--- src/rtl/uart_frame_pkg.sv ---
// rtl/uart_frame_pkg.sv - state encoding and sizing helpers for uart_frame_decoder
package uart_frame_pkg;

    typedef enum logic [1:0] {
        ST_HUNT    = 2'd0,
        ST_PAYLOAD = 2'd1,
        ST_CHECK   = 2'd2
    } state_e;

    localparam logic [7:0] DEFAULT_PREAMBLE_BYTE = 8'hFF;

    function automatic int frame_bytes(input int num_fields, input int field_bytes);
        return num_fields * field_bytes;
    endfunction

    // Counter width able to hold 0..n-1, never narrower than one bit.
    function automatic int idx_width(input int n);
        return (n <= 2) ? 1 : $clog2(n);
    endfunction

endpackage

--- src/rtl/uart_gap_timer.sv ---
// rtl/uart_gap_timer.sv - inter-byte gap watchdog; expired fires on the TIMEOUT_CYCLES-th idle cycle
module uart_gap_timer #(
    parameter int TIMEOUT_CYCLES = 100000
) (
    input  logic clk,
    input  logic rst_n,
    input  logic enable,
    input  logic kick,
    output logic expired
);

    if (TIMEOUT_CYCLES == 0) begin : g_off
        logic unused_inputs;
        assign unused_inputs = &{1'b0, clk, rst_n, enable, kick};
        assign expired       = 1'b0;
    end else begin : g_on
        localparam int CNT_W = $clog2(TIMEOUT_CYCLES + 1);

        logic [CNT_W-1:0] cnt_q;
        logic [CNT_W-1:0] cnt_d;
        logic             hit;

        // A byte in the same cycle as the deadline wins: kick masks expiry.
        assign hit     = (cnt_q == CNT_W'(TIMEOUT_CYCLES - 1));
        assign expired = enable && !kick && hit;

        always_comb begin
            cnt_d = cnt_q + 1'b1;
            if (!enable || kick || hit) begin
                cnt_d = '0;
            end
        end

        always_ff @(posedge clk or negedge rst_n) begin
            if (!rst_n) begin
                cnt_q <= '0;
            end else begin
                cnt_q <= cnt_d;
            end
        end
    end

endmodule

--- src/rtl/uart_frame_decoder.sv ---
// rtl/uart_frame_decoder.sv - preamble-synced UART frame decoder with atomic field commit
// Optional trailing XOR checksum byte: define UART_FRAME_CHECKSUM_EN.
module uart_frame_decoder
    import uart_frame_pkg::*;
#(
    parameter int         NUM_FIELDS     = 2,
    parameter int         FIELD_BYTES    = 2,
    parameter logic [7:0] PREAMBLE_BYTE  = DEFAULT_PREAMBLE_BYTE,
    parameter int         PREAMBLE_LEN   = 4,
    parameter int         TIMEOUT_CYCLES = 100000
) (
    input  logic                                clk,
    input  logic                                rst_n,
    input  logic                                rx_done,
    input  logic [7:0]                          rx_data,
    output logic [NUM_FIELDS*FIELD_BYTES*8-1:0] fields,
    output logic                                frame_valid,
    output logic                                frame_err,
    output logic [7:0]                          frame_cnt,
    output logic [7:0]                          err_cnt
);

    localparam int FRAME_BYTES = frame_bytes(NUM_FIELDS, FIELD_BYTES);
    localparam int FRAME_BITS  = FRAME_BYTES * 8;
    localparam int IDX_W       = idx_width(FRAME_BYTES);
    localparam int SYNC_W      = idx_width(PREAMBLE_LEN);

    state_e                  state_q, state_d;
    logic [SYNC_W-1:0]       sync_cnt_q, sync_cnt_d;
    logic [IDX_W-1:0]        byte_idx_q, byte_idx_d;
    logic [FRAME_BITS-1:0]   shadow_q, shadow_d;
    logic [FRAME_BITS-1:0]   fields_q, fields_d;
    logic                    frame_valid_q, frame_valid_d;
    logic                    frame_err_q, frame_err_d;
    logic [7:0]              frame_cnt_q, frame_cnt_d;
    logic [7:0]              err_cnt_q, err_cnt_d;
    logic                    commit;
    logic                    abort;
    logic                    expired;
`ifdef UART_FRAME_CHECKSUM_EN
    logic [7:0]              xor_q, xor_d;
`endif

    uart_gap_timer #(
        .TIMEOUT_CYCLES(TIMEOUT_CYCLES)
    ) u_gap_timer (
        .clk    (clk),
        .rst_n  (rst_n),
        .enable (state_q != ST_HUNT),
        .kick   (rx_done),
        .expired(expired)
    );

    always_comb begin
        state_d    = state_q;
        sync_cnt_d = sync_cnt_q;
        byte_idx_d = byte_idx_q;
        shadow_d   = shadow_q;
        commit     = 1'b0;
        abort      = 1'b0;
`ifdef UART_FRAME_CHECKSUM_EN
        xor_d      = xor_q;
`endif
        case (state_q)
            ST_HUNT: begin
`ifdef UART_FRAME_CHECKSUM_EN
                xor_d = '0;
`endif
                if (rx_done) begin
                    if (rx_data != PREAMBLE_BYTE) begin
                        sync_cnt_d = '0;
                    end else if (sync_cnt_q == SYNC_W'(PREAMBLE_LEN - 1)) begin
                        state_d    = ST_PAYLOAD;
                        sync_cnt_d = '0;
                        byte_idx_d = '0;
                    end else begin
                        sync_cnt_d = sync_cnt_q + 1'b1;
                    end
                end
            end
            ST_PAYLOAD: begin
                if (rx_done) begin
                    // Byte i lands at bits [i*8 +: 8], which is field i/FIELD_BYTES, lane i%FIELD_BYTES.
                    for (int i = 0; i < FRAME_BYTES; i++) begin
                        if (byte_idx_q == IDX_W'(i)) begin
                            shadow_d[i*8 +: 8] = rx_data;
                        end
                    end
                    byte_idx_d = byte_idx_q + 1'b1;
`ifdef UART_FRAME_CHECKSUM_EN
                    xor_d = xor_q ^ rx_data;
`endif
                    if (byte_idx_q == IDX_W'(FRAME_BYTES - 1)) begin
                        byte_idx_d = '0;
`ifdef UART_FRAME_CHECKSUM_EN
                        state_d = ST_CHECK;
`else
                        commit = 1'b1;
`endif
                    end
                end else if (expired) begin
                    abort = 1'b1;
                end
            end
`ifdef UART_FRAME_CHECKSUM_EN
            ST_CHECK: begin
                if (rx_done) begin
                    commit = (rx_data == xor_q);
                    abort  = (rx_data != xor_q);
                end else if (expired) begin
                    abort = 1'b1;
                end
            end
`endif
            default: state_d = ST_HUNT;
        endcase

        if (commit || abort) begin
            state_d    = ST_HUNT;
            sync_cnt_d = '0;
            byte_idx_d = '0;
        end

        fields_d      = commit ? shadow_d : fields_q;
        frame_valid_d = commit;
        frame_err_d   = abort;
        frame_cnt_d   = frame_cnt_q + {7'd0, commit};
        err_cnt_d     = (abort && (err_cnt_q != 8'hFF)) ? err_cnt_q + 8'd1 : err_cnt_q;
    end

    always_ff @(posedge clk or negedge rst_n) begin
        if (!rst_n) begin
            state_q       <= ST_HUNT;
            sync_cnt_q    <= '0;
            byte_idx_q    <= '0;
            shadow_q      <= '0;
            fields_q      <= '0;
            frame_valid_q <= 1'b0;
            frame_err_q   <= 1'b0;
            frame_cnt_q   <= '0;
            err_cnt_q     <= '0;
`ifdef UART_FRAME_CHECKSUM_EN
            xor_q         <= '0;
`endif
        end else begin
            state_q       <= state_d;
            sync_cnt_q    <= sync_cnt_d;
            byte_idx_q    <= byte_idx_d;
            shadow_q      <= shadow_d;
            fields_q      <= fields_d;
            frame_valid_q <= frame_valid_d;
            frame_err_q   <= frame_err_d;
            frame_cnt_q   <= frame_cnt_d;
            err_cnt_q     <= err_cnt_d;
`ifdef UART_FRAME_CHECKSUM_EN
            xor_q         <= xor_d;
`endif
        end
    end

    assign fields      = fields_q;
    assign frame_valid = frame_valid_q;
    assign frame_err   = frame_err_q;
    assign frame_cnt   = frame_cnt_q;
    assign err_cnt     = err_cnt_q;

endmodule

--- config.mk ---
export PLATFORM = sky130hd
export DESIGN_NAME = uart_frame_decoder
export DESIGN_NICKNAME = d
export VERILOG_FILES = /design/src/rtl/uart_frame_pkg.sv /design/src/rtl/uart_gap_timer.sv /design/src/rtl/uart_frame_decoder.sv
export SDC_FILE = /design/constraint.sdc
export NUM_CORES = 1
export LEC_CHECK = 0
export ABC_AREA = 1
export CAP_MARGIN = 20
export CORE_UTILIZATION = 30
export DETAILED_ROUTE_END_ITERATION = 12
export MAX_ROUTING_LAYER = met4
export PLACE_DENSITY = 0.55
export SKIP_CTS_REPAIR_TIMING = 1
export SLEW_MARGIN = 20
export SYNTH_ARGS = -nofsm -noshare
export SYNTH_HDL_FRONTEND = slang
export SYNTH_SLANG_ARGS = --single-unit
--- constraint.sdc ---
create_clock -name clk -period 2.5 [get_ports clk]
set_clock_uncertainty 0.1 [all_clocks]
set_input_delay 0.5 -clock clk [delete_from_list [all_inputs] [get_ports clk]]
set_output_delay 0.5 -clock clk [all_outputs]
set_load 0.01 [all_outputs]
* Yosys cells after proc, flatten, opt, wreduce, memory -nomap -nowiden
Cells that the tools add are included.
** Storage, ports and cells
- Word-level logic and storage cells :: 75
- Bits of input ports :: 11
- Output and inout bits :: 50
- Bits in registers :: 105
** Cells by class
- Add/sub/neg operators :: 5
- Muxes and demuxes :: 30
- Reductions and logical operators :: 17
- Equality and inequality tests :: 13
** Operators with widths (count)
- 32-bit 2-to-1 mux :: 2
- 8-bit 2-to-1 mux :: 4
- 2-bit 2-to-1 mux :: 15
- 17-bit by 1-bit adder with 17-bit output, second input constant :: 1
- 17-bit equality test, second input constant :: 1
- 17-bit 2-to-1 mux :: 1
- 8-bit inequality test, second input constant :: 2
- 3-bit inequality test, second input constant :: 4
- 8-bit by 1-bit adder with 8-bit output :: 1
- 8-bit by 1-bit adder with 8-bit output, second input constant :: 1
- 2-bit one-hot mux with 2 select lines :: 2
- 2-bit equality test, second input constant :: 3
- 1-bit 2-to-1 mux :: 6
- 2-bit nonzero test :: 3
- 5-bit AND reduction :: 1
- 2-bit by 1-bit adder with 2-bit output, second input constant :: 2
- 2-bit by 1-bit equality test with 1-bit output, second input constant :: 2
- 2-bit zero test :: 2
- 4-bit AND reduction :: 1
- 1-bit logical AND :: 3
- 1-bit logical OR :: 3
- 3-bit nonzero test :: 1
- 1-bit zero test :: 2
- 2-bit inequality test, second input constant :: 1
- 2-bit AND reduction :: 1

* Longest topological paths before layout
Gate-level depths: netlist of the first run.
- Word-level depth :: 9
- Gate-level depth with buffers :: 9
- Gate-level depth less buffers :: 9

* Cells and area by module
From an unflattened synthesis of the first run, not the netlist that was laid out.
** Unflattened totals
- Cells, all modules :: 499
- Area, all modules :: 4344.2 µm²
** By module, submodules not included
- uart_frame_decoder :: sequential area each 1976.9 µm², times used 1, cells an instance 370, area an instance 3365.7 µm²
- uart_gap_timer :: sequential area each 425.4 µm², times used 1, cells an instance 129, area an instance 978.4 µm²

* Worst setup path after synthesis of the first run
OpenSTA, ideal clock, no wires.
- Kind :: register to register
- From :: reg byte_idx_q[0]
- To :: reg frame_cnt_q[6] (netlist: frame_cnt[6])
- Stages on the path, launching flop included :: 10
- Path slack :: 0.503 ns
- Arrival time :: 1.818 ns
- Buffers on the path :: 1
- Required time :: 2.321 ns
- Period minus slack after synthesis :: 1.997 ns
- Setup time :: 0.079 ns
- Path through :: dfrtp_1 > ha_1 > clkinv_1 > nor2_4 > buf_2 > ha_1 > ha_1 > nand2_1 > nor2_1 > xor2_1
** On the way
- Longest elaborated chain between the ends :: 5
** Ends and longest elaborated chain
- start: declaration :: line uart_frame_decoder.sv:30 : logic [IDX_W-1:0] byte_idx_q, byte_idx_d;
- start signal: assignment :: line uart_frame_decoder.sv:148 : byte_idx_q <= byte_idx_d;
- 2-bit equality test :: line uart_frame_decoder.sv:93 : if (byte_idx_q == IDX_W'(FRAME_BYTES - 1)) begin
- 1-bit 2-to-1 mux :: line uart_frame_decoder.sv:93
- 1-bit 2-to-1 mux :: line uart_frame_decoder.sv:82 : if (rx_done) begin
- 1-bit 2-to-1 mux :: line uart_frame_decoder.sv:64 : case (state_q)
- via commit :: line uart_frame_decoder.sv:37 : logic commit;
- 8-bit by 1-bit adder with 8-bit output :: line uart_frame_decoder.sv:127 : frame_cnt_d = frame_cnt_q + {7'd0, commit};
- via frame_cnt_d[6] :: line uart_frame_decoder.sv:35 : logic [7:0] frame_cnt_q, frame_cnt_d;
- end signal: assignment :: line uart_frame_decoder.sv:153 : frame_cnt_q <= frame_cnt_d;
- end: declaration :: line uart_frame_decoder.sv:35
The timed path passes the listed nets, and every way through them passes these cells.
A chain may end at the register's enable or synchronous reset.

* Final worst setup path of the first run
- From :: in rx_done
- To :: reg frame_cnt_q[6] (netlist: frame_cnt[6])
** On the way
- Longest elaborated chain between the ends :: 3
** Ends and longest elaborated chain
- start: declaration :: line uart_frame_decoder.sv:14 : input logic rx_done,
- 1-bit 2-to-1 mux :: line uart_frame_decoder.sv:82
- 1-bit 2-to-1 mux :: line uart_frame_decoder.sv:64
- 8-bit by 1-bit adder with 8-bit output :: line uart_frame_decoder.sv:127
- via frame_cnt_d[6] :: line uart_frame_decoder.sv:35
The timed path passes the listed nets, and every way through them passes these cells.

==> results of run 1 <==
==> worst max-delay path, cell delays in order <==
cell and delay (ns):
clkdlybuf4s50_1 0.59, nand2_4 0.14, nor2_4 0.14, ha_1 0.20, ha_1 0.21, nand2_1 0.07, nor2_1 0.13, xor2_1 0.16
==> metal layers <==
metal / up-vias / track usage
met5: - / -
met4: 0 / 0.03704
met1: 1433 / 0.1819
li1: 1509 / -
met3: 7 / 0.02820
met2: 44 / 0.1971
==> worst paths after layout <==
path	start	endpoint	slack (ns)
worst max-delay path	rx_done	frame_cnt[6]$_DFF_PN0_	0.50
worst min register to register	u_gap_timer.g_on.cnt_q[0]$_DFF_PN0_	u_gap_timer.g_on.cnt_q[0]$_DFF_PN0_	0.37
worst min-delay path	rst_n	fields[22]$_DFFE_PN0P_	0.005
max in group asynchronous	rst_n	shadow_q[8]$_DFF_PN0_	1.58
worst max register to register	err_cnt[0]$_DFFE_PN0P_	err_cnt[2]$_DFFE_PN0P_	0.66
min in group clk	u_gap_timer.g_on.cnt_q[0]$_DFF_PN0_	u_gap_timer.g_on.cnt_q[0]$_DFF_PN0_	0.37
==> synthesized netlist by cell type, drive strengths merged <==
| library cell | number | share of area |
|---|---|---|
| dfrtp | 96 | 0.56 |
| inv | 35 | 0.031 |
| mux2 | 24 | 0.070 |
| nand2 | 103 | 0.099 |
| nor2 | 55 | 0.052 |
| buf | 7 | 0.014 |
| o21bai | 1 | 0.0018 |
| ha | 9 | 0.026 |
| nand4 | 5 | 0.0073 |
| xor2 | 10 | 0.021 |
| clkbuf | 2 | 0.0018 |
| nor3 | 10 | 0.012 |
| a21oi | 3 | 0.0035 |
| o21ai | 32 | 0.044 |
| nand3 | 26 | 0.031 |
| or2 | 1 | 0.0015 |
| and2 | 1 | 0.0015 |
| clkinv | 2 | 0.0029 |
| xnor2 | 8 | 0.016 |
==> layout make-up <==
cell class,count,area [sq um]
fill,1408,8486
sequential,96,2402
multi-input combinational,288,1649
timing repair buffer,64,653.1
clock buffer,10,229.0
tap,180,225.2
inverter,37,143.9
clock inverter,6,92.59
==> power by group <==
part	total (mW)	leakage, nW	internal (mW)	switching [mW]
sequential	2.13	1.29	1.94	0.187
combinational	1.22	1.05	0.626	0.596
clock	1.47	0.149	0.882	0.588
total	4.82	2.49	3.45	1.37
==> metrics by stage <==
| step | total power [mW] | hold WS (ns) | utilization |
|---|---|---|---|
| floorplan | 2.799 | 0.1044 | - |
| global placement | 3.374 | 0.3548 | 0.3655 |
| detailed placement | 3.392 | 0.3604 | 0.3655 |
| CTS | 4.881 | 0.01645 | 0.3887 |
| global route | 5.122 | 0.02334 | 0.3887 |
| finish | 4.820 | 0.004938 | 0.3887 |
==> registers in the layout, indices dropped and copies added (netlist names) <==
register / flops
u_gap_timer.g_on.cnt_q: 17
err_cnt: 8
frame_err: 1
fields: 32
state_q: 1
frame_cnt: 8
byte_idx_q: 2
shadow_q: 24
frame_valid: 1
sync_cnt_q: 2
==> cell families (layout without fill, tap and decap cells) <==
| family | after synthesis | in the layout | share of synthesized area |
|---|---|---|---|
| mux | 24 | 24 | 0.07042 |
| fa+ha+maj | 9 | 9 | 0.02641 |
| simple gates | 201 | 201 | 0.2039 |
| flops | 96 | 96 | 0.5634 |
| xor+xnor | 18 | 18 | 0.03697 |
| buf+inv | 46 | 117 | 0.04988 |
| compound gates | 36 | 36 | 0.04900 |
==> impl_metrics.py, run 1 <==
metrics = {
    "setup_path": {
        "worstPathArrival_ns": 2.16,
        "cp.required_ns": 2.65,
        "crit_path_max_fanout": 10,
        "cp-start-kind": "input port",
        "endpoint_kind": "flop",
        "rr_worst_depth": 7,
        "criticalPathCategory": "in -> reg",
    },
    "cells_and_area": {
        "stdcell_count": 681,
        "nets": 516,
        "syn_to_final_growth_pct": 26.53,
        "design_area_sq_um": 5395,
        "final_cell_mix": "96 x nand2_1, 96 x dfrtp_1, 59 x clkdlybuf4s50_1",
        "drive_above_1_share": 0.1238,
        "diodes": 0,
    },
    "synthesis": {
        "synth-seq-cells": 96,
        "yosys.cell_types.count": 28,
        "netlist_instances": 430,
        "seq_area_frac_synth": 0.5634,
        "syn_area_sq_um": 4264,
        "synth_nets": 450,
        "yosysWarnings": 0,
        "syn_avg_cell_area_sq_um": 9.916,
    },
    "floorplanning": {
        "design.die.area_sq_um": 14690,
        "std_cell_rows": 43,
        "core_sq_um": 13880,
        "die_w_um": 121.2,
        "io_pins": 61,
        "start_util": 0.3072,
        "die-height_um": 121.2,
    },
    "routing": {
        "routed.top_layer": "met4",
        "first_pass_iters": 4,
        "dr.first_iter.drc_count": 162,
        "dr_wl_met2_mm": 3.991,
        "wl_per_cell_um": 12.89,
        "ant_nets": 0,
        "vias_per_cell": 4.395,
        "vias": 2993,
        "wirelength_mm": 8.778,
        "remaining_drc_errors": 0,
        "wl_met1_mm": 4.472,
        "met3_wirelength_um": 233,
    },
    "placed_design": {
        "port_buffers": 60,
        "dp_slack_ns": 0.1466,
        "placed_cells": 665,
        "dpl-instance-area_sq_um": 5074,
        "dpl.hpwl_mm": 6.113,
        "gp_congestion": 0.8472,
    },
    "timing": {
        "fmax_mhz": 499.0,
        "setup_viol": 0,
        "final_hold_viol_count": 0,
        "slew_headroom": 0.7007,
        "fin_setup_tns_ns": 0,
        "rsz0062_at_grt": "no",
        "period_share": 0.8015,
        "min_period_ns": 2.004,
        "worstMarginPinSlew_ns": 0.4490,
        "drv_slew": 0,
        "timing.final.ws_setup_ns": 0.4962,
    },
    "global_route": {
        "grt_max_degree": 38,
        "antenna_found_initial": 0,
        "grt_pass1_vias": 3005,
        "grt_overflow": 0,
        "grt_pass1_wl_mm": 14.77,
        "grtUsageTotal": 0.1324,
    },
    "outcome": {
        "status": "finished, final reports clean",
    },
    "cts": {
        "cts_buffer_depth": 2,
        "cts_tree": "yes",
        "numCtsBuffers": 9,
        "clk_latency_ns": 0.34,
        "ctsRootBufferMaster": "clkbuf_16",
        "h-tree-depth": 3,
        "clkTransAtPathRegs_ns": 0.07,
        "cts.sinks": 96,
    },
    "pwr": {
        "p_leak_nw": 2.486,
        "pwr_density_cell_nw_per_um2": 893.5,
        "peakVddDrop_uv": 422.3,
    },
    "hold_path": {
        "hold_class": "in -> async",
    },
    "job": {
        "drv_cap": 0,
    },
}
(Power assumes the default switching activity.)
==> run 2, diff against run 1 <==
==> constraint.sdc (replaced) <==
create_clock -name clk -period 2 [get_ports clk]
set_clock_uncertainty 0.1 [all_clocks]
set_input_delay 0.4 -clock clk [delete_from_list [all_inputs] [get_ports clk]]
set_output_delay 0.4 -clock clk [all_outputs]
set_load 0.01 [all_outputs]
==> run 2 against run 1 <==
Compared with the run above: wire length up 1.0%; worst setup slack worse by 0.35 ns; sequential share of layout area shrank 0.75 points; sequential power increased by 25%; combinational power grew 32%; non-clock buffer count up 13; register-to-register slack got worse by 0.41 ns; hold slack better by 0.36 ns; critical path type is now reg -> out; highest routed layer unchanged.
==> impl_metrics.py, run 2 (synthesized netlist as in run 1, its figures left out) <==
metrics = {
    "cts": {
        "h-tree-depth": 3,
        "cts_buffer_depth": 2,
        "numCtsBuffers": 9,
        "ctsRootBufferMaster": "clkbuf_16",
        "clkTransAtPathRegs_ns": 0.06,
        "cts.sinks": 96,
        "cts_tree": "yes",
        "clk_latency_ns": 0.34,
    },
    "routing": {
        "first_pass_iters": 4,
        "vias_per_cell": 4.387,
        "dr.first_iter.drc_count": 152,
        "remaining_drc_errors": 0,
        "wl_per_cell_um": 12.80,
        "ant_nets": 0,
        "vias": 3040,
        "wirelength_mm": 8.869,
    },
    "cells_and_area": {
        "drive_above_1_share": 0.1404,
        "largest_reg_flops": 32,
        "fillers": 1395,
        "multi_input_area_sq_um": 1649,
        "final_cell_mix": "96 x nand2_1, 96 x dfrtp_1, 59 x clkdlybuf4s50_1",
        "seqCellArea_sq_um": 2402,
        "nets": 529,
        "design_area_sq_um": 5488,
        "diodes": 0,
        "syn_to_final_growth_pct": 28.70,
        "fin_util": 0.3953,
    },
    "timing": {
        "worstMarginPinSlew_ns": 0.3438,
        "rsz0062_at_grt": "no",
        "period_share": 0.9256,
        "final_hold_viol_count": 0,
        "min_period_ns": 1.851,
        "setup_viol": 0,
        "slew_headroom": 0.7691,
        "drv_slew": 0,
        "worst_hold_slack_ns": 0.3612,
        "fmax_mhz": 540.2,
    },
    "setup_path": {
        "critical_path.top_delay_family": "buffers and inverters",
        "startpoint": "err_cnt[2]$_DFFE_PN0P_",
        "cpPeakStageDelay_ns": 0.58,
        "reg2reg_slack_ns": 0.25,
        "criticalPathCategory": "reg -> out",
        "cp_num_cells": 1,
        "crit_slowest_cell": "clkdlybuf4s50_1",
        "cp-start-kind": "flop",
        "cp.required_ns": 1.50,
        "rr_worst_depth": 8,
        "worstPathArrival_ns": 1.35,
        "endpoint": "err_cnt[2]",
        "crit_path_max_fanout": 5,
        "crit_chain": "clkdlybuf4s50_1",
        "endpoint_kind": "primary output",
        "reg2reg_from": "byte_idx_q[0]$_DFFE_PN0P_",
        "crit_buf_inv": 1,
        "r2r-end": "frame_cnt[6]$_DFF_PN0_",
    },
    "pwr": {
        "sw_frac_of_total": 0.2825,
        "p_leak_nw": 2.548,
        "p_comb_frac": 0.271,
        "power_frac_seq": 0.446,
        "total_power_mw": 5.966,
        "clock_power_share": 0.283,
        "peakVddDrop_uv": 532.9,
        "intPower_mw": 4.281,
        "pwr_density_cell_nw_per_um2": 1087,
        "switching_power_mw": 1.685,
    },
    "floorplanning": {
        "die_w_um": 121.2,
        "core_sq_um": 13880,
        "design.die.area_sq_um": 14690,
        "start_util": 0.3072,
        "die-height_um": 121.2,
        "io_pins": 61,
        "std_cell_rows": 43,
    },
    "global_route": {
        "antenna_found_initial": 0,
        "grt_pass1_vias": 3115,
        "grt_pass1_wl_mm": 15.24,
        "grt_max_degree": 45,
        "grt_overflow": 0,
        "grtUsageTotal": 0.1370,
    },
    "placed_design": {
        "dpl.hpwl_mm": 6.414,
        "gp_congestion": 0.8326,
        "port_buffers": 60,
        "dpl-instance-area_sq_um": 5189,
    },
    "hold_path": {
        "hold_class": "in -> async",
    },
    "job": {
        "drv_cap": 0,
    },
    "outcome": {
        "status": "finished, final reports clean",
    },
}
## run 2: cell types whose count changed in the layout (fill, tap and decap cells not counted), sizes merged
| cell | delta |
|---|---|
| bufinv | -1 |
| buf | +12 |
| clkinvlp | -1 |
| clkbuf | +2 |
| inv | -1 |
| dlygate4sd3 | +1 |
## run 2: per-layer routing
| metal | track usage | up-vias | routed length, um |
|---|---|---|---|
| li1 | - | 1541 | - |
| met1 | 0.1749 | 1444 | 4260 |
| met2 | 0.2125 | 48 | 4264 |
| met3 | 0.03853 | 7 | 283 |
| met4 | 0.03858 | 0 | 61 |
| met5 | - | - | 0 |
## run 2: how the worst min path moves through the flow
stage	slack, ns	start	cells past startpoint	endpoint
after floorplan	0.004	rst_n	0	byte_idx_q[0]$_DFFE_PN0P_
after global routing	0.39	rst_n	2	fields[22]$_DFFE_PN0P_
after global placement	0.19	rst_n	1	fields[6]$_DFFE_PN0P_
after CTS	-0.18	rst_n	1	fields[6]$_DFFE_PN0P_
final	0.36	rst_n	2	fields[6]$_DFFE_PN0P_
after detailed placement	0.19	rst_n	1	fields[6]$_DFFE_PN0P_
## run 2: power groups by stage
stage | combinational [mW] | clock, mW | sequential (mW)
final | 1.61 | 1.69 | 2.66
after global routing | 1.80 | 1.84 | 2.72
after CTS | 1.64 | 1.75 | 2.67
after detailed placement | 1.64 | 0 | 2.70
after global placement | 1.61 | 0 | 2.69
after floorplan | 0.736 | 0 | 2.76
## run 2: area by class of cell
class / instances / area share
Timing Repair Buffer: 77 / 0.1418
Sequential cell: 96 / 0.4378
Multi-Input combinational cell: 288 / 0.3005
Clock inverter: 3 / 0.007752
Tap cell: 180 / 0.04104
Inverter: 37 / 0.02622
Clock buffer: 12 / 0.04492
## run 2: metrics by stage
| stage | instances | setup WS [ns] | TNS, ns |
|---|---|---|---|
| final | 693 | 0.1489 | 0 |
| after floorplan | 430 | 0.002850 | 0 |
| after global routing | 693 | 0.07632 | 0 |
| after detailed placement | 677 | -0.08793 | -0.2269 |
| after CTS | 692 | 0.1279 | 0 |
| after global placement | 677 | -0.04862 | -0.06597 |
==> run 3, diff against run 2 <==
--- a/config.mk
+++ b/config.mk
@@ -12,7 +12,6 @@
 export MAX_ROUTING_LAYER = met4
 export PLACE_DENSITY = 0.55
 export SKIP_CTS_REPAIR_TIMING = 1
-export SLEW_MARGIN = 20
 export SYNTH_ARGS = -nofsm -noshare
 export SYNTH_HDL_FRONTEND = slang
 export SYNTH_SLANG_ARGS = --single-unit
==> results of run 3 <==
Final layout, timing and power as in run 2 (identical DEF).
